`config.mk`:
```
export PLATFORM = sky130hd
export DESIGN_NAME = wb_load_commit_flat
export DESIGN_NICKNAME = d
export VERILOG_FILES = /design/src/rtl/wb_load_commit_if.sv /design/src/rtl/wb_load_commit.sv /design/src/flat_wrapper.sv
export SDC_FILE = /design/constraint.sdc
export NUM_CORES = 1
export LEC_CHECK = 0
export CAP_MARGIN = 20
export CORE_MARGIN = 2
export CORE_UTILIZATION = 40
export CTS_BUF_LIST = sky130_fd_sc_hd__clkbuf_16
export DETAILED_ROUTE_END_ITERATION = 12
export PLACE_DENSITY = 0.73
export SYNTH_ARGS = -nofsm -noshare
export SYNTH_HDL_FRONTEND = slang
export SYNTH_SLANG_ARGS = --single-unit
```
`constraint.sdc`:
```
create_clock -name clk -period 2.2 [get_ports clk]
set_input_delay 0.33 -clock clk [delete_from_list [all_inputs] [get_ports clk]]
set_output_delay 0.33 -clock clk [all_outputs]
set_load 0.1 [all_outputs]
```
`src/rtl/wb_load_commit_if.sv`:
```
// ---------------------------------------------------------------------------
// wb_load_commit_if
//
// Bundles the signals the writeback stage shares with its surroundings.
// These are the retiring-instruction handshake from the memory stage, the
// data-memory response, and the register-file write port.
//
//   slave  modport : the writeback stage (wb_load_commit)
//   master modport : memory stage / memory / register file side
//
// Signal summary:
//   in_valid, in_ready        : instruction handshake
//   alu_out, pc, wb_mux       : result sources and result select
//   funct3, rd_addr           : load type and destination register
//   mem_addr_lo               : low load-address bits (byte offset)
//   mem_rsp_valid/_data       : data-memory response
//   rd_we, rd_waddr, rd_data  : registered register-file write port
//   busy                      : stall while a load waits for memory
//   mem_err                   : pulse on timeout commit
//   misalign                  : only when WB_MISALIGN_TRAP_EN is defined
// ---------------------------------------------------------------------------
interface wb_load_commit_if #(
    parameter int XLEN   = 32,
    parameter int LANE_W = $clog2(XLEN / 8)
);
    logic              in_valid;
    logic              in_ready;
    logic [XLEN-1:0]   alu_out;
    logic [XLEN-1:0]   pc;
    logic [1:0]        wb_mux;
    logic [2:0]        funct3;
    logic [4:0]        rd_addr;
    logic [LANE_W-1:0] mem_addr_lo;
    logic              mem_rsp_valid;
    logic [XLEN-1:0]   mem_rsp_data;
    logic              rd_we;
    logic [4:0]        rd_waddr;
    logic [XLEN-1:0]   rd_data;
    logic              busy;
    logic              mem_err;
`ifdef WB_MISALIGN_TRAP_EN
    logic              misalign;
`endif

    modport slave (
        input  in_valid, alu_out, pc, wb_mux, funct3, rd_addr, mem_addr_lo,
               mem_rsp_valid, mem_rsp_data,
`ifdef WB_MISALIGN_TRAP_EN
        output misalign,
`endif
        output in_ready, rd_we, rd_waddr, rd_data, busy, mem_err
    );

    modport master (
        output in_valid, alu_out, pc, wb_mux, funct3, rd_addr, mem_addr_lo,
               mem_rsp_valid, mem_rsp_data,
`ifdef WB_MISALIGN_TRAP_EN
        input  misalign,
`endif
        input  in_ready, rd_we, rd_waddr, rd_data, busy, mem_err
    );
endinterface

```
`src/rtl/wb_load_commit.sv`:
```
// ---------------------------------------------------------------------------
// wb_load_commit
//
// Registered writeback stage. It accepts one retiring instruction per
// handshake. ALU and PC+4 results are committed one cycle after acceptance.
// A load parks in WAIT_MEM until the data-memory response arrives. It then
// extracts the addressed byte/half/word lane and sign- or zero-extends it.
// If no response arrives within MEM_TIMEOUT cycles, the load commits zero
// and pulses mem_err.
//
// Ports:
//   clk    : system clock, rising edge
//   rst_n  : asynchronous active-low reset
//   bus    : wb_load_commit_if.slave (handshake, memory response, RF write)
//
// Parameters:
//   XLEN        : 32 or 64
//   MEM_TIMEOUT : 1..255, maximum cycles spent in WAIT_MEM
//   LANE_W      : log2(XLEN/8), width of the byte-offset field
//
// Optional feature macro: WB_MISALIGN_TRAP_EN
//   When defined, a misaligned half/word/doubleword load does not wait for
//   memory. It pulses misalign instead and writes nothing.
// ---------------------------------------------------------------------------
module wb_load_commit #(
    parameter int XLEN        = 32,
    parameter int MEM_TIMEOUT = 15,
    parameter int LANE_W      = $clog2(XLEN / 8)
) (
    input  logic                   clk,
    input  logic                   rst_n,
    wb_load_commit_if.slave        bus
);

    typedef enum logic {
        IDLE,
        WAIT_MEM
    } state_t;

    state_t            state;
    logic [7:0]        tmo_cnt;
    logic [2:0]        cap_funct3;
    logic [4:0]        cap_rd;
    logic [LANE_W-1:0] cap_lo;
    logic [XLEN-1:0]   load_data;

    localparam logic [7:0] TMO_LAST = 8'(MEM_TIMEOUT - 1);

    assign bus.in_ready = (state == IDLE);
    assign bus.busy     = (state == WAIT_MEM);

    // Lane extraction from the naturally aligned memory word. The offset
    // is masked down to the access size, so an unaligned half or word reads
    // the aligned container that holds it.
    logic [LANE_W+2:0] byte_sh;
    logic [LANE_W+2:0] half_sh;
    logic [LANE_W+2:0] word_sh;
    logic [XLEN-1:0]   sh_b;
    logic [XLEN-1:0]   sh_h;
    logic [XLEN-1:0]   sh_w;
    logic [7:0]        lane_b;
    logic [15:0]       lane_h;
    logic [31:0]       lane_w;

    always_comb begin
        byte_sh   = {cap_lo, 3'b000};
        half_sh   = {cap_lo & ~LANE_W'(1), 3'b000};
        word_sh   = {cap_lo & ~LANE_W'(3), 3'b000};
        sh_b      = bus.mem_rsp_data >> byte_sh;
        sh_h      = bus.mem_rsp_data >> half_sh;
        sh_w      = bus.mem_rsp_data >> word_sh;
        lane_b    = sh_b[7:0];
        lane_h    = sh_h[15:0];
        lane_w    = sh_w[31:0];
        load_data = bus.mem_rsp_data;
        case (cap_funct3)
            3'b000: load_data = XLEN'($signed(lane_b));
            3'b100: load_data = XLEN'(lane_b);
            3'b001: load_data = XLEN'($signed(lane_h));
            3'b101: load_data = XLEN'(lane_h);
            3'b010: load_data = XLEN'($signed(lane_w));
            3'b110: if (XLEN == 64) load_data = XLEN'(lane_w);
            default: load_data = bus.mem_rsp_data;
        endcase
    end

`ifdef WB_MISALIGN_TRAP_EN
    // Alignment check on the incoming load, done before it would enter
    // WAIT_MEM. The 64-bit-only encodings count as misaligned only when
    // XLEN is 64.
    logic in_misaligned;

    always_comb begin
        in_misaligned = 1'b0;
        case (bus.funct3)
            3'b001, 3'b101: in_misaligned = bus.mem_addr_lo[0];
            3'b010:         in_misaligned = (bus.mem_addr_lo & LANE_W'(3)) != '0;
            3'b110:         in_misaligned = (XLEN == 64) &&
                                            ((bus.mem_addr_lo & LANE_W'(3)) != '0);
            3'b011:         in_misaligned = (XLEN == 64) && (bus.mem_addr_lo != '0);
            default:        in_misaligned = 1'b0;
        endcase
    end
`endif

    // Control FSM and registered write port. rd_we, mem_err and misalign are
    // single-cycle pulses. rd_data and rd_waddr hold between commits.
    // Writes to x0 update the data but never raise rd_we.
    always_ff @(posedge clk or negedge rst_n) begin
        if (!rst_n) begin
            state        <= IDLE;
            tmo_cnt      <= '0;
            cap_funct3   <= '0;
            cap_rd       <= '0;
            cap_lo       <= '0;
            bus.rd_we    <= 1'b0;
            bus.rd_waddr <= '0;
            bus.rd_data  <= '0;
            bus.mem_err  <= 1'b0;
`ifdef WB_MISALIGN_TRAP_EN
            bus.misalign <= 1'b0;
`endif
        end else begin
            bus.rd_we   <= 1'b0;
            bus.mem_err <= 1'b0;
`ifdef WB_MISALIGN_TRAP_EN
            bus.misalign <= 1'b0;
`endif
            case (state)
                IDLE: begin
                    if (bus.in_valid) begin
                        case (bus.wb_mux)
                            2'b00: begin
                                bus.rd_we    <= (bus.rd_addr != 5'd0);
                                bus.rd_waddr <= bus.rd_addr;
                                bus.rd_data  <= bus.alu_out;
                            end
                            2'b01: begin
                                bus.rd_we    <= (bus.rd_addr != 5'd0);
                                bus.rd_waddr <= bus.rd_addr;
                                bus.rd_data  <= bus.pc + XLEN'(4);
                            end
                            2'b10: begin
`ifdef WB_MISALIGN_TRAP_EN
                                if (in_misaligned) begin
                                    bus.misalign <= 1'b1;
                                end else begin
                                    cap_funct3 <= bus.funct3;
                                    cap_rd     <= bus.rd_addr;
                                    cap_lo     <= bus.mem_addr_lo;
                                    tmo_cnt    <= '0;
                                    state      <= WAIT_MEM;
                                end
`else
                                cap_funct3 <= bus.funct3;
                                cap_rd     <= bus.rd_addr;
                                cap_lo     <= bus.mem_addr_lo;
                                tmo_cnt    <= '0;
                                state      <= WAIT_MEM;
`endif
                            end
                            default: begin
                            end
                        endcase
                    end
                end
                WAIT_MEM: begin
                    // A response wins over a timeout in the same cycle.
                    if (bus.mem_rsp_valid) begin
                        bus.rd_we    <= (cap_rd != 5'd0);
                        bus.rd_waddr <= cap_rd;
                        bus.rd_data  <= load_data;
                        state        <= IDLE;
                    end else if (tmo_cnt == TMO_LAST) begin
                        bus.rd_we    <= (cap_rd != 5'd0);
                        bus.rd_waddr <= cap_rd;
                        bus.rd_data  <= '0;
                        bus.mem_err  <= 1'b1;
                        state        <= IDLE;
                    end else begin
                        tmo_cnt <= tmo_cnt + 8'd1;
                    end
                end
                default: state <= IDLE;
            endcase
        end
    end

endmodule
```
`src/flat_wrapper.sv`:
```
// flat-port wrapper written by rule: the top's interface ports become plain ports
module wb_load_commit_flat 
#(
    parameter int XLEN        = 32,
    parameter int MEM_TIMEOUT = 15,
    parameter int LANE_W      = $clog2(XLEN / 8)
)
  (clk, rst_n, bus_in_valid, bus_alu_out, bus_pc, bus_wb_mux, bus_funct3, bus_rd_addr, bus_mem_addr_lo, bus_mem_rsp_valid, bus_mem_rsp_data, bus_in_ready, bus_rd_we, bus_rd_waddr, bus_rd_data, bus_busy, bus_mem_err);
  wb_load_commit_if #(.XLEN(XLEN), .LANE_W(LANE_W)) bus_i ();
  input  logic clk;
  input  logic rst_n;
  input wire logic [$bits(bus_i.in_valid)-1:0] bus_in_valid;
  input wire logic [$bits(bus_i.alu_out)-1:0] bus_alu_out;
  input wire logic [$bits(bus_i.pc)-1:0] bus_pc;
  input wire logic [$bits(bus_i.wb_mux)-1:0] bus_wb_mux;
  input wire logic [$bits(bus_i.funct3)-1:0] bus_funct3;
  input wire logic [$bits(bus_i.rd_addr)-1:0] bus_rd_addr;
  input wire logic [$bits(bus_i.mem_addr_lo)-1:0] bus_mem_addr_lo;
  input wire logic [$bits(bus_i.mem_rsp_valid)-1:0] bus_mem_rsp_valid;
  input wire logic [$bits(bus_i.mem_rsp_data)-1:0] bus_mem_rsp_data;
  output wire logic [$bits(bus_i.in_ready)-1:0] bus_in_ready;
  output wire logic [$bits(bus_i.rd_we)-1:0] bus_rd_we;
  output wire logic [$bits(bus_i.rd_waddr)-1:0] bus_rd_waddr;
  output wire logic [$bits(bus_i.rd_data)-1:0] bus_rd_data;
  output wire logic [$bits(bus_i.busy)-1:0] bus_busy;
  output wire logic [$bits(bus_i.mem_err)-1:0] bus_mem_err;
  assign bus_i.in_valid = bus_in_valid;
  assign bus_i.alu_out = bus_alu_out;
  assign bus_i.pc = bus_pc;
  assign bus_i.wb_mux = bus_wb_mux;
  assign bus_i.funct3 = bus_funct3;
  assign bus_i.rd_addr = bus_rd_addr;
  assign bus_i.mem_addr_lo = bus_mem_addr_lo;
  assign bus_i.mem_rsp_valid = bus_mem_rsp_valid;
  assign bus_i.mem_rsp_data = bus_mem_rsp_data;
  assign bus_in_ready = bus_i.in_ready;
  assign bus_rd_we = bus_i.rd_we;
  assign bus_rd_waddr = bus_i.rd_waddr;
  assign bus_rd_data = bus_i.rd_data;
  assign bus_busy = bus_i.busy;
  assign bus_mem_err = bus_i.mem_err;
  wb_load_commit #(.XLEN(XLEN), .MEM_TIMEOUT(MEM_TIMEOUT), .LANE_W(LANE_W)) u_core (.clk(clk), .rst_n(rst_n), .bus(bus_i));
endmodule
```
== After elaboration in Yosys (flattened, before gate mapping) ==
Index checks and enable logic that the tools add are counted.
Widths: inputs -> output; s select.
Operators by class
  $add $sub $neg: 2
  multipliers: 0
  divide/modulo/power cells: 0
  $lt $le $gt $ge: 0
  eq/ne operators: 13
  shifts and indexed selects: 2
  muxes and demuxes: 29
  bitwise gates (word level): 1
  reductions and logical operators: 9
Operator list (count)
  $pmux 32 s2: 2
  $pmux 32 s4: 1
  $mux 32: 3
  $add 32x3->32 const B: 1
  $mux 8: 4
  $shr 32x5->16: 1
  $shr 32x5->8: 1
  $mux 5: 4
  $pmux 8 s2: 1
  $mux 1: 11
  $pmux 5 s2: 1
  $reduce_bool 5->1: 2
  $reduce_and 3->1: 3
  $add 8x1->8 const B: 1
  $eq 8x4->1 const B: 1
  $ne 2x2->1 const B: 4
  $eq 3x3->1 const B: 2
  $pmux 1 s2: 2
  $reduce_and 4->1: 1
  $eq 3x1->1 const B: 1
  $logic_not 3->1: 1
  $ne 3x1->1 const B: 1
  $ne 3x3->1 const B: 1
  $eq 2x1->1 const B: 1
  5 further kinds: 5
Word-level totals
  flip-flop bits (word level): 58
  bits in latches: 0
  bits in writable memories: 0
  bits in read-only memories: 0
  word-level logic and storage cells: 65
  memories kept: 0

== Logic depth before layout (Yosys ltp) ==
Gate-level depths: netlist of run 1.
  depth in word-level cells: 5
  mapped depth: 9
  gate-level depth less buffers: 7

== Worst setup path after synthesis of run 1 ==
OpenSTA, ideal clock, no wires.
  path kind: register to register
  start: register u_core.state (netlist: u_core.bus.busy)
  end: register u_core.bus.rd_data[22]
  setup time: 0.091 ns
  arrival time: 2.271 ns
  setup slack: -0.161 ns
  stages on the path, launching flop included: 6
  buffers on the path: 1
  cells stage by stage: dfrtp_1 > clkbuf_1 > nand2_1 > nor4_1 > a221oi_1 > o221ai_1
On the way
  word-level cells in the longest chain between the ends: 3
  elaborated cells between the ends (all ways): 6
  classes of those cells: eq/ne (3); mux (1); bitwise (1); reduce/logical (1)
RTL lines
  start, declared: RTL line wb_load_commit.sv:40  | state_t state;
  start signal, assigned: RTL line wb_load_commit.sv:111  | state <= IDLE;
  start signal, assigned: RTL line wb_load_commit.sv:159  | state <= WAIT_MEM;
  start signal, assigned: RTL line wb_load_commit.sv:173  | state <= IDLE;
  $not 1->1 (no source line)
  $ne 3x1->1 (no source line) or $ne 2x2->1 (tied branches)
  $reduce_and 3->1 (no source line)
  end signal, assigned: RTL line wb_load_commit.sv:136  | bus.rd_data <= bus.alu_out;
  end signal, assigned: RTL line wb_load_commit.sv:141  | bus.rd_data <= bus.pc + XLEN'(4);
  end signal, assigned: RTL line wb_load_commit.sv:172  | bus.rd_data <= load_data;
  end, declared: RTL line wb_load_commit_if.sv:51  | output in_ready, rd_we, rd_waddr, rd_data, busy, mem_err
Several ways; a longest one is shown, not always the timed one.
A chain may end at the register's enable or synchronous reset.

== Worst setup path after layout of run 1 ==
  start: input port bus_pc[2]
  end: register u_core.bus.rd_data[16]
On the way
  word-level cells in the longest chain between the ends: 4
RTL lines
  start, declared: RTL line flat_wrapper.sv:14  | input wire logic [$bits(bus_i.pc)-1:0] bus_pc;
  $add 32x3->32: RTL line wb_load_commit.sv:141
  $pmux 32 s2: RTL line wb_load_commit.sv:132  | case (bus.wb_mux)
  $mux 32: RTL line wb_load_commit.sv:131  | if (bus.in_valid) begin
  $pmux 32 s2: RTL line wb_load_commit.sv:129  | case (state)
Every way passes these cells. The select of a mux whose other input is x is not followed.

==> key figures, run 1 <==
Global routing
  • Initial antenna violation count: 0
  • GR Overflow Total: 0
  • Largest net degree at the start of global routing: 46
  • GRT Overall Usage: 0.2876
  • Number of global-route vias before repair: 4736
  • Global-route wire length before repair: 25.08 mm

Synth
  • Avg Cell Area, Syn: 8.547 um^2
  • Synth Register Bits: 58
  • Synth cell types: 62
  • FFs w/ async S/R, synth: 1.000
  • Seq/Total Area, Yosys: 0.3494
  • Number of synthesized flops with an enable pin: 0
  • Cells after Synth: 486
  • Ys Warns: 0
  • Syn_nets: 601
  • Post-Syn Area: 0.004154 mm^2
  • Top_reg_cell synth: dfrtp_1
  • Area contributors post-synth: dfrtp_1 35%, o21ai_0 4.9%, nand2_1 3.9%
  • Share of the synthesized area in the top cell type: 0.3494
  • Synth area leader: dfrtp_1

Timing
  • Final Hold Viols: 0
  • Fmax: 0.4706 GHz
  • Worst Tran Pin Value: 1113 ps
  • Max Slew Vio Count: 0
  • Fin crit share: 0.9658
  • Clk_skew: 4.497 ps
  • Period minus WS final: 2125 ps
  • Final setup violation count: 0
  • Slew headroom: 0.2508

CTS
  • Clock latency on the worst-skew pair: 330 ps
  • Clock sink total: 58
  • CTS Root Cell: clkbuf_16
  • Cts bufs inserted: 9
  • Clock transition at path regs: 50 ps
  • Post-CTS Repair Setup Buffers: 0
  • CTS tree: done
  • H-tree Lvls: 3
  • Maximum clock path buffer count: 2

Cells and area
  • Non-Filler Instances: 841
  • Final Net Count: 815
  • Ratio of cells with drive above 1 in the final layout: 0.2553
  • Filler instances: 893
  • Post-layout util: 0.6500
  • Diode count: 0
  • Area Overhead vs Synth: 59.37%

Detailed routing
  • Detail Route Antenna Nets: 0
  • Via total after detailed routing: 4748
  • DR pass1 iterations: 5
  • Final WL: 16.04 mm
  • WL/cell: 19.07 um
  • DRC viols: 0
  • Detailed-route vias per instance: 5.646
  • Initial DRC count: 289

Floorplan
  • Die Y: 105.9 um
  • Ports: 153
  • Core ar.: 0.01018 mm^2
  • Die Wd: 105.9 um
  • Initial Utilization: 0.4079
  • Site Rows: 37
  • Die Footprint: 0.01122 mm^2

Pwr
  • Worst VDD drop: 944.5 uV
  • Power per standard cell area: 853.6 mW/mm^2
  • Leakage: 2.723 nW

Placed design
  • Gp weighted congestion: 0.9133
  • Input/output buffers: 152
  • DP HPWL: 12.93 mm
  • Placed insts: 824

Worst setup path
  • Crit start category: input pin
  • CP Cell Sequence: clkdlybuf4s50_1 -> ha_2 -> nand3_1 -> nor4_2 -> xnor2_1 -> a21oi_1 -> a221o_1
  • Reg2reg setup slack: 80 ps
  • CP Class: input pin to flip-flop
  • CP arrival: 2330 ps
  • Worst-path maximum fanout: 5
  • CP required: 2410 ps
  • CP max stage cell: clkdlybuf4s50_1
  • CP Capture Type: flip-flop
  • Worst flop-to-flop path startpoint: u_core.cap_lo[1]
  • Crit path max-delay family: buffers and inverters
  • Worst reg2reg endpoint: u_core.bus.rd_data[22]
  • Worst r2r path cells: 5
  • Worst path max stage delay: 580 ps
  • Critical path buffer and inverter count: 1

Min path
  • Worst hold path class: input pin to async pin

Run
  • Max_cap viols: 0

Outcome
  • Outcome: completed
==> Yosys cell counts, types with 9 or more instances <==
cell type	n
nor2_1	42
nor3_1	15
o21ai_0	41
a21oi_1	19
xnor2_1	13
dfrtp_1	58
a221oi_1	9
nand4_1	16
nand2_1	43
nor4_1	13
xor2_1	13
nand2b_1	11
inv_1	15
nand3_1	11
mux2_2	12
clkbuf_1	21
==> where the power goes <==
part	leakage, nW	switching [mW]	internal, mW
logic	1.88	1.99	0.890
registers	0.714	0.211	1.29
clock network	0.129	0.516	0.756
==> worst register-to-register path: stages (launching register included) <==
cell and delay [ps]:
dfrtp_1 430, mux2_2 290, mux2i_1 110, nor4_1 860
a221oi_1 120, o221ai_1 230
==> flip-flops by register name, summed over array words and instances (netlist names), 2 cells and up <==
signal               flops
u_core.cap_lo            2
u_core.cap_rd            5
u_core.tmo_cnt           8
u_core.bus.rd_data      32
u_core.bus.rd_waddr      5
u_core.cap_funct3        3
==> area by class of cell <==
cell class | count | area (um^2) | share of cell area
Clock inverter | 7 | 46.29 | 0.006993
Multi-Input combinational cell | 379 | 2540 | 0.3837
Inverter | 15 | 56.30 | 0.008505
Timing Repair Buffer | 237 | 2130 | 0.3217
Sequential cell | 58 | 1453 | 0.2194
Tap cell | 136 | 170.2 | 0.02570
Clock buffer | 9 | 225.2 | 0.03402
==> cell families (layout without fill, tap and decap cells) <==
logic type / count (synthesis) / count (layout) / share of synthesized area
AOI/OAI and AO/OA: 139 / 139 / 0.2325
xor gates and xnor gates: 26 / 26 / 0.05482
adders and majority gates: 3 / 3 / 0.009037
buffers and inverters: 49 / 268 / 0.05422
DFF: 58 / 58 / 0.3494
muxes: 21 / 21 / 0.06024
and+or+nand+nor: 190 / 190 / 0.2398
==> metrics by stage <==
stage / setup slack [ps] / power (mW) / hold slack [ps] / cell area (um^2) / setup TNS (ps)
global route: -32.06 / 5.872 / 516.3 / 6620 / -160.8
CTS: 71.82 / 5.646 / 443.6 / 6575 / 0
detailed placement: -240.7 / 4.367 / 258.5 / 6294 / -2168
finish: 75.17 / 5.651 / 480.1 / 6620 / 0
global placement: -238.9 / 4.339 / 251.6 / 6294 / -1921
floorplan: 68.95 / 3.386 / 34.41 / 4155 / 0
==> per-layer routing <==
layer,up-vias,routed length [um],track usage,part of all wire
met5,-,0,0,0
met1,2288,7052,0.3873,0.44
met4,0,171,0.05921,0.011
li1,2264,-,-,-
met3,13,1105,0.06315,0.069
met2,183,7709,0.4779,0.48
==> worst max-delay path by stage <==
stage / start / endpoint / slack (ps) / cells after the start
2_1_floorplan: u_core.bus.busy / u_core.bus.rd_data[20] / 70 / 6
3_3_place_gp: bus_pc[3] / u_core.bus.rd_data[16] / -240 / 7
6_report: bus_pc[2] / u_core.bus.rd_data[16] / 80 / 7
3_5_place_dp: bus_pc[2] / u_core.bus.rd_data[25] / -240 / 6
5_1_grt: u_core.tmo_cnt[0] / u_core.bus.rd_data[16] / -30 / 7
4_1_cts: u_core.tmo_cnt[0] / u_core.bus.rd_data[20] / 70 / 7
==> layout by cell type (no fill, tap or decap), drive strengths merged, types with 4 or more instances in the layout <==
| cell | instances |
|---|---|
| a211o | 6 |
| a21oi | 19 |
| a221o | 7 |
| a221oi | 9 |
| a31oi | 4 |
| and2 | 5 |
| and3 | 7 |
| and4 | 4 |
| buf | 126 |
| clkbuf | 9 |
| clkdlybuf4s50 | 110 |
| clkinv | 5 |
| dfrtp | 58 |
| inv | 15 |
| mux2 | 12 |
| mux2i | 7 |
| nand2 | 43 |
| nand2b | 11 |
| nand3 | 12 |
| nand4 | 17 |
| nor2 | 42 |
| nor2b | 4 |
| nor3 | 15 |
| nor4 | 13 |
| o2111ai | 5 |
| o211ai | 7 |
| o21ai | 41 |
| o221ai | 7 |
| o22ai | 6 |
| o31a | 5 |
| or3 | 4 |
| xnor2 | 13 |
| xor2 | 13 |
==> repair_timing <==
action                     in CTS  in global routing
hold buffers                    1                  0
hold endpoints to repair       13                  0
resized for setup               0                 10
setup endpoints to repair       0                 11
No activity file was read; power rests on OpenSTA's default activity.
==> run 2, diff against run 1 <==
--- a/config.mk
+++ b/config.mk
@@ -7,10 +7,11 @@
 export LEC_CHECK = 0
 export CAP_MARGIN = 20
 export CORE_MARGIN = 2
-export CORE_UTILIZATION = 40
+export CORE_UTILIZATION = 45
 export CTS_BUF_LIST = sky130_fd_sc_hd__clkbuf_16
 export DETAILED_ROUTE_END_ITERATION = 12
-export PLACE_DENSITY = 0.73
+export PLACE_DENSITY = 0.81
 export SYNTH_ARGS = -nofsm -noshare
 export SYNTH_HDL_FRONTEND = slang
 export SYNTH_SLANG_ARGS = --single-unit
+export TNS_END_PERCENT = 20
==> run 2 against run 1 <==
The flow now finishes with violations (setup timing). Worst setup slack got worse by 92 ps. Die area is 11% lower. Utilization is 7.6 points higher. Sequential share of layout area about the same. Cell count fell by 3.2%. Design area shrank 0.11%. Largest power group unchanged. Critical path type unchanged. Flip-flop and latch count stayed put. Largest cell class unchanged. First-iteration DRC count rose by 1.0%.
==> key figures, run 2 (synthesis gave the netlist of run 1 again) <==
Outcome
  • Outcome: finished with violations
  • Failing checks: setup timing

Pwr
  • Power per standard cell area: 885.6 mW/mm^2
  • Overall power: 5.856 mW
  • Leakage: 2.736 nW
  • Worst VDD drop: 932.9 uV

Cells and area
  • Area Overhead vs Synth: 59.19%
  • Non-Filler Instances: 814
  • Filler instances: 733
  • Diode count: 0
  • Max reg flops: 32
  • Most frequent cells in the layout: 117 x buf_4, 110 x clkdlybuf4s50_1, 57 x dfrtp_1
  • Top Registers: u_core.bus.rd_data: 32 flops, u_core.tmo_cnt: 8 flops
  • Final Net Count: 813
  • Post-layout util: 0.7260
  • Largest register by flop count: u_core.bus.rd_data
  • Commonest non-fill, non-tap cell in the layout: buf_4
  • Ratio of cells with drive above 1 in the final layout: 0.2504

Timing
  • Fmax: 0.4510 GHz
  • RSZ-0062 raised after global routing: yes
  • Final setup violation count: 1
  • Period minus WS final: 2217 ps
  • Sum Neg Setup Slack: -17.18 ps
  • Final Hold Viols: 0
  • Hold_ws: 477.9 ps
  • Final setup margin: -17.18 ps
  • Clk_skew: 6.059 ps
  • Max Slew Vio Count: 0
  • Worst Tran Pin Value: 625.0 ps
  • Slew headroom: 0.5799
  • Fin crit share: 1.008

CTS
  • Clock transition at path regs: 60 ps
  • Clock sink total: 58
  • Cts bufs inserted: 9
  • Maximum clock path buffer count: 2
  • H-tree Lvls: 3
  • Post-CTS Repair Setup Buffers: 0
  • CTS Root Cell: clkbuf_16
  • Clock latency on the worst-skew pair: 320 ps
  • CTS tree: done

Placed design
  • Input/output buffers: 152
  • Gp weighted congestion: 0.9898
  • DP HPWL: 12.95 mm
  • Placed insts: 797

Floorplan
  • Die Wd: 100.1 um
  • Die Footprint: 0.01002 mm^2
  • Initial Utilization: 0.4560
  • Core ar.: 0.009109 mm^2
  • Die Y: 100.1 um
  • Ports: 153
  • Site Rows: 35

Worst setup path
  • CP Cell Sequence: clkdlybuf4s50_1 -> nand4_1 -> or3_2 -> o31a_1 -> nor3_1 -> buf_4 -> o22ai_1
  • CP arrival: 2410 ps
  • CP max stage cell: clkdlybuf4s50_1
  • Worst flop-to-flop path startpoint: u_core.tmo_cnt[0]
  • Worst reg2reg endpoint: u_core.bus.rd_data[5]
  • CP Class: input pin to flip-flop
  • CP required: 2390 ps
  • Reg2reg setup slack: 50 ps
  • Worst path max stage delay: 540 ps
  • Worst-path maximum fanout: 4
  • Worst r2r path cells: 8
  • Crit start category: input pin
  • CP Capture Type: flip-flop

Detailed routing
  • Final WL: 16.37 mm
  • Detailed-route vias per instance: 5.989
  • DRC viols: 0
  • WL/cell: 20.11 um
  • DR pass1 iterations: 6
  • Detail Route Antenna Nets: 0
  • Via total after detailed routing: 4875
  • Initial DRC count: 292

Global routing
  • Number of global-route vias before repair: 4888
  • Initial antenna violation count: 0
  • M3 GR Usage: 0.06198
  • GRT Overall Usage: 0.3261
  • Routing usage on met1: 0.4280
  • Global-route wire length before repair: 25.34 mm
  • Global route hottest layer: met2
  • Largest net degree at the start of global routing: 38
  • GR Overflow Total: 0
  • Met2 Usage GRT: 0.5437

Min path
  • Worst hold path class: flip-flop to flip-flop
  • Hold Crit Endpoint: u_core.bus.rd_waddr[2]
  • Hold path start: u_core.bus.rd_waddr[2]
  • Hold depth: 2

Run
  • Max_cap viols: 0
-- run 2: cell types whose count changed in the layout (fill, tap and decap cells not counted), moves of 2 or more --
cell       previous run  this run
nor4_2                2         4
clkinv_4              2         0
bufinv_16             0         2
nor3_2                2         0
nor4_1               11         9
nor3_1               13        15
buf_4               119       117
-- run 2: metrics by stage --
step | setup slack [ps] | instance area, um^2
floorplan | 68.95 | 4155
global placement | -257.1 | 6247
detailed placement | -288.8 | 6247
CTS | 35.10 | 6568
global route | -24.29 | 6613
finish | -17.18 | 6613
-- run 2: area by class of cell --
| type | count | area [um^2] | area share |
|---|---|---|---|
| Clock buffer | 9 | 225.2 | 0.03406 |
| Inverter | 15 | 56.30 | 0.008515 |
| Sequential cell | 58 | 1453 | 0.2197 |
| Timing Repair Buffer | 235 | 2115 | 0.3198 |
| Clock inverter | 7 | 85.08 | 0.01287 |
| Tap cell | 111 | 138.9 | 0.02100 |
| Multi-Input combinational cell | 379 | 2540 | 0.3841 |
-- run 2: how the worst max path moves through the flow --
stage	from	to	slack (ps)	depth (start not counted)
final	bus_pc[9]	u_core.bus.rd_data[31]	-20	7
after floorplan	u_core.bus.busy	u_core.bus.rd_data[20]	70	6
after global placement	bus_pc[2]	u_core.bus.rd_data[25]	-260	6
after global routing	bus_pc[10]	u_core.bus.rd_data[31]	-20	7
after CTS	bus_pc[2]	u_core.bus.rd_data[25]	40	6
after detailed placement	bus_pc[2]	u_core.bus.rd_data[25]	-290	6
-- run 2: critical path: cells and delay by family --
kind / cells / cell delay (ps)
AND/OR/NAND/NOR: 3 / 1000
buffers and inverters: 2 / 720
AO/OA/AOI/OAI: 2 / 350
-- run 2: report_power, final --
group	total [mW]	internal (mW)	switching [mW]
clock	1.49	0.979	0.508
sequential	1.50	1.29	0.208
combinational	2.87	0.869	2.00
total	5.86	3.14	2.71
-- run 2: timing repair --
action	4_1_cts	5_1_grt
endpoints found under the hold margin	10	0
setup endpoints to repair	0	12
resized for setup	0	8
hold buffers	1	0
-- run 2: metal layers --
layer / routed length (um) / up-vias
li1: - / 2259
met1: 6894 / 2334
met2: 7839 / 248
met3: 1153 / 34
met4: 482 / 0
met5: 0 / -
==> run 3, diff against run 2 <==
--- a/config.mk
+++ b/config.mk
@@ -11,6 +11,7 @@
 export CTS_BUF_LIST = sky130_fd_sc_hd__clkbuf_16
 export DETAILED_ROUTE_END_ITERATION = 12
 export PLACE_DENSITY = 0.81
+export REMOVE_ABC_BUFFERS = 1
 export SYNTH_ARGS = -nofsm -noshare
 export SYNTH_HDL_FRONTEND = slang
 export SYNTH_SLANG_ARGS = --single-unit
==> run 3 against run 2 <==
The run ends with hold timing, setup timing left. Non-clock buffer count is 18 lower. Total power fell by 0.71%. Clock power is essentially flat. Die area is the same. Worst hold slack worse by 500 ps. Critical path depth fell by 1. Maximum frequency increased by 0.50%. Sequential power barely moved. Sequential share of layout area rose by 0.57 points. Clock skew is 0.63 ps lower. Cell count is 2.2% lower. Combinational power shrank 1%. Critical path type unchanged. Highest routed layer unchanged.
==> key figures, run 3 (synthesis gave the netlist of run 1 again) <==
Floorplan
  • Initial Utilization: 0.4560
  • Ports: 153
  • Die Wd: 100.1 um
  • Site Rows: 35
  • Die Footprint: 0.01002 mm^2
  • Core ar.: 0.009109 mm^2
  • Die Y: 100.1 um

Outcome
  • Failing checks: hold timing, setup timing
  • Outcome: finished with violations

Min path
  • Worst hold path class: input pin to async pin

Timing
  • Period minus WS final: 2206 ps
  • Final setup violation count: 1
  • Final Hold Viols: 7
  • Sum Neg Setup Slack: -6.201 ps
  • Slew headroom: 0.3979
  • Final setup margin: -6.201 ps
  • Max Slew Vio Count: 0
  • Clk_skew: 5.428 ps
  • Hold_ws: -20.47 ps
  • Fin crit share: 1.003
  • Worst Tran Pin Value: 894.9 ps
  • Fmax: 0.4533 GHz

CTS
  • Clock latency on the worst-skew pair: 330 ps
  • CTS tree: done
  • Post-CTS Repair Setup Buffers: 0
  • # hold bufs at CTS: 0
  • Clock sink total: 58
  • Clock transition at path regs: 50 ps
  • H-tree Lvls: 3
  • Cts bufs inserted: 9
  • Maximum clock path buffer count: 2
  • Post-CTS sizing: 0
  • CTS Root Cell: clkbuf_16

Cells and area
  • Largest register by flop count: u_core.bus.rd_data
  • Area Overhead vs Synth: 55.06%
  • Max reg flops: 32
  • Most frequent cells in the layout: 110 x clkdlybuf4s50_1, 100 x buf_4, 58 x dfrtp_1
  • Final instance area: 0.006441 mm^2
  • Filler instances: 711
  • Register area: 0.001451 mm^2
  • Ratio of cells with drive above 1 in the final layout: 0.2204
  • Top Registers: u_core.bus.rd_data: 32 flops, u_core.tmo_cnt: 8 flops
  • Final Net Count: 795
  • Diode count: 0
  • Multi-input logic area: 0.002507 mm^2
  • Commonest non-fill, non-tap cell in the layout: clkdlybuf4s50_1

Worst setup path
  • CP Class: input pin to flip-flop
  • CP Capture Type: flip-flop
  • Worst path max stage delay: 580 ps
  • Worst-path maximum fanout: 5
  • CP arrival: 2400 ps
  • Crit start category: input pin
  • CP required: 2390 ps
  • Critical path buffer and inverter count: 1
  • CP Cell Sequence: clkdlybuf4s50_1 -> nand4_1 -> or3_2 -> o31a_1 -> nor3_1 -> o22ai_1
  • CP max stage cell: clkdlybuf4s50_1
  • Crit path max-delay family: simple AND/OR/NAND/NOR gates

Global routing
  • Largest net degree at the start of global routing: 59
  • Initial antenna violation count: 0
  • Number of global-route vias before repair: 4705
  • GR Overflow Total: 0
  • GRT Overall Usage: 0.3197
  • Global-route wire length before repair: 24.76 mm

Pwr
  • Power per standard cell area: 902.7 mW/mm^2
  • Leakage: 2.653 nW
  • Worst VDD drop: 522.6 uV

Detailed routing
  • Detail Route Antenna Nets: 0
  • Detailed-route vias per instance: 6.209
  • Via total after detailed routing: 4942
  • Initial DRC count: 428
  • DR pass1 iterations: 5
  • DRC viols: 0
  • Final WL: 16.05 mm
  • WL/cell: 20.17 um

Placed design
  • Input/output buffers: 152
  • DP HPWL: 12.40 mm
  • Dpl cell area: 0.006118 mm^2
  • Gp weighted congestion: 0.9842

Run
  • Max_cap viols: 0
==> run 3: cell type report <==
cell class	count	share of cell area
inverter	15	0.008741
tap	111	0.02156
clock buffer	9	0.03497
sequential	58	0.2253
multi-input combinational	379	0.3893
timing repair buffer	217	0.3069
clock inverter	7	0.01321
==> run 3: final timing paths <==
check | from | endpoint | cells past startpoint | slack (ps)
setup / recovery | bus_pc[7] | u_core.bus.rd_data[31] | 6 | -6
hold reg to reg | u_core.bus.rd_waddr[3] | u_core.bus.rd_waddr[3] | 2 | 490
hold / removal | rst_n | u_core.bus.rd_data[11] | 2 | -20
max in group asynchronous | rst_n | u_core.cap_lo[0] | 2 | 1930
setup reg to reg | u_core.tmo_cnt[0] | u_core.bus.rd_data[8] | 7 | 140
min in group clk | u_core.bus.rd_waddr[3] | u_core.bus.rd_waddr[3] | 2 | 490
==> run 3: metal layers <==
layer  routed length (um)  global-route usage  up-vias
met5                    0                   0        -
met4                  497              0.1128        0
met3                 1502             0.03969       52
met2                 7822              0.5426      322
met1                 6232              0.4224     2349
li1                     -                   -     2219
==> run 3: power by group <==
part | internal, mW | switching [mW]
Clock | 0.977 | 0.491
Sequential | 1.29 | 0.220
Combinational | 0.852 | 1.98
==> run 3: metrics by stage <==
step	setup WS (ps)	util	power (mW)	std cells
floorplan	-1858	-	3.336	452
CTS	77.90	0.7058	5.790	796
global route	-35.49	0.7071	5.997	796
detailed placement	-265.5	0.6717	4.320	780
finish	-6.201	0.7071	5.814	796
global placement	-211.0	0.6717	4.271	780
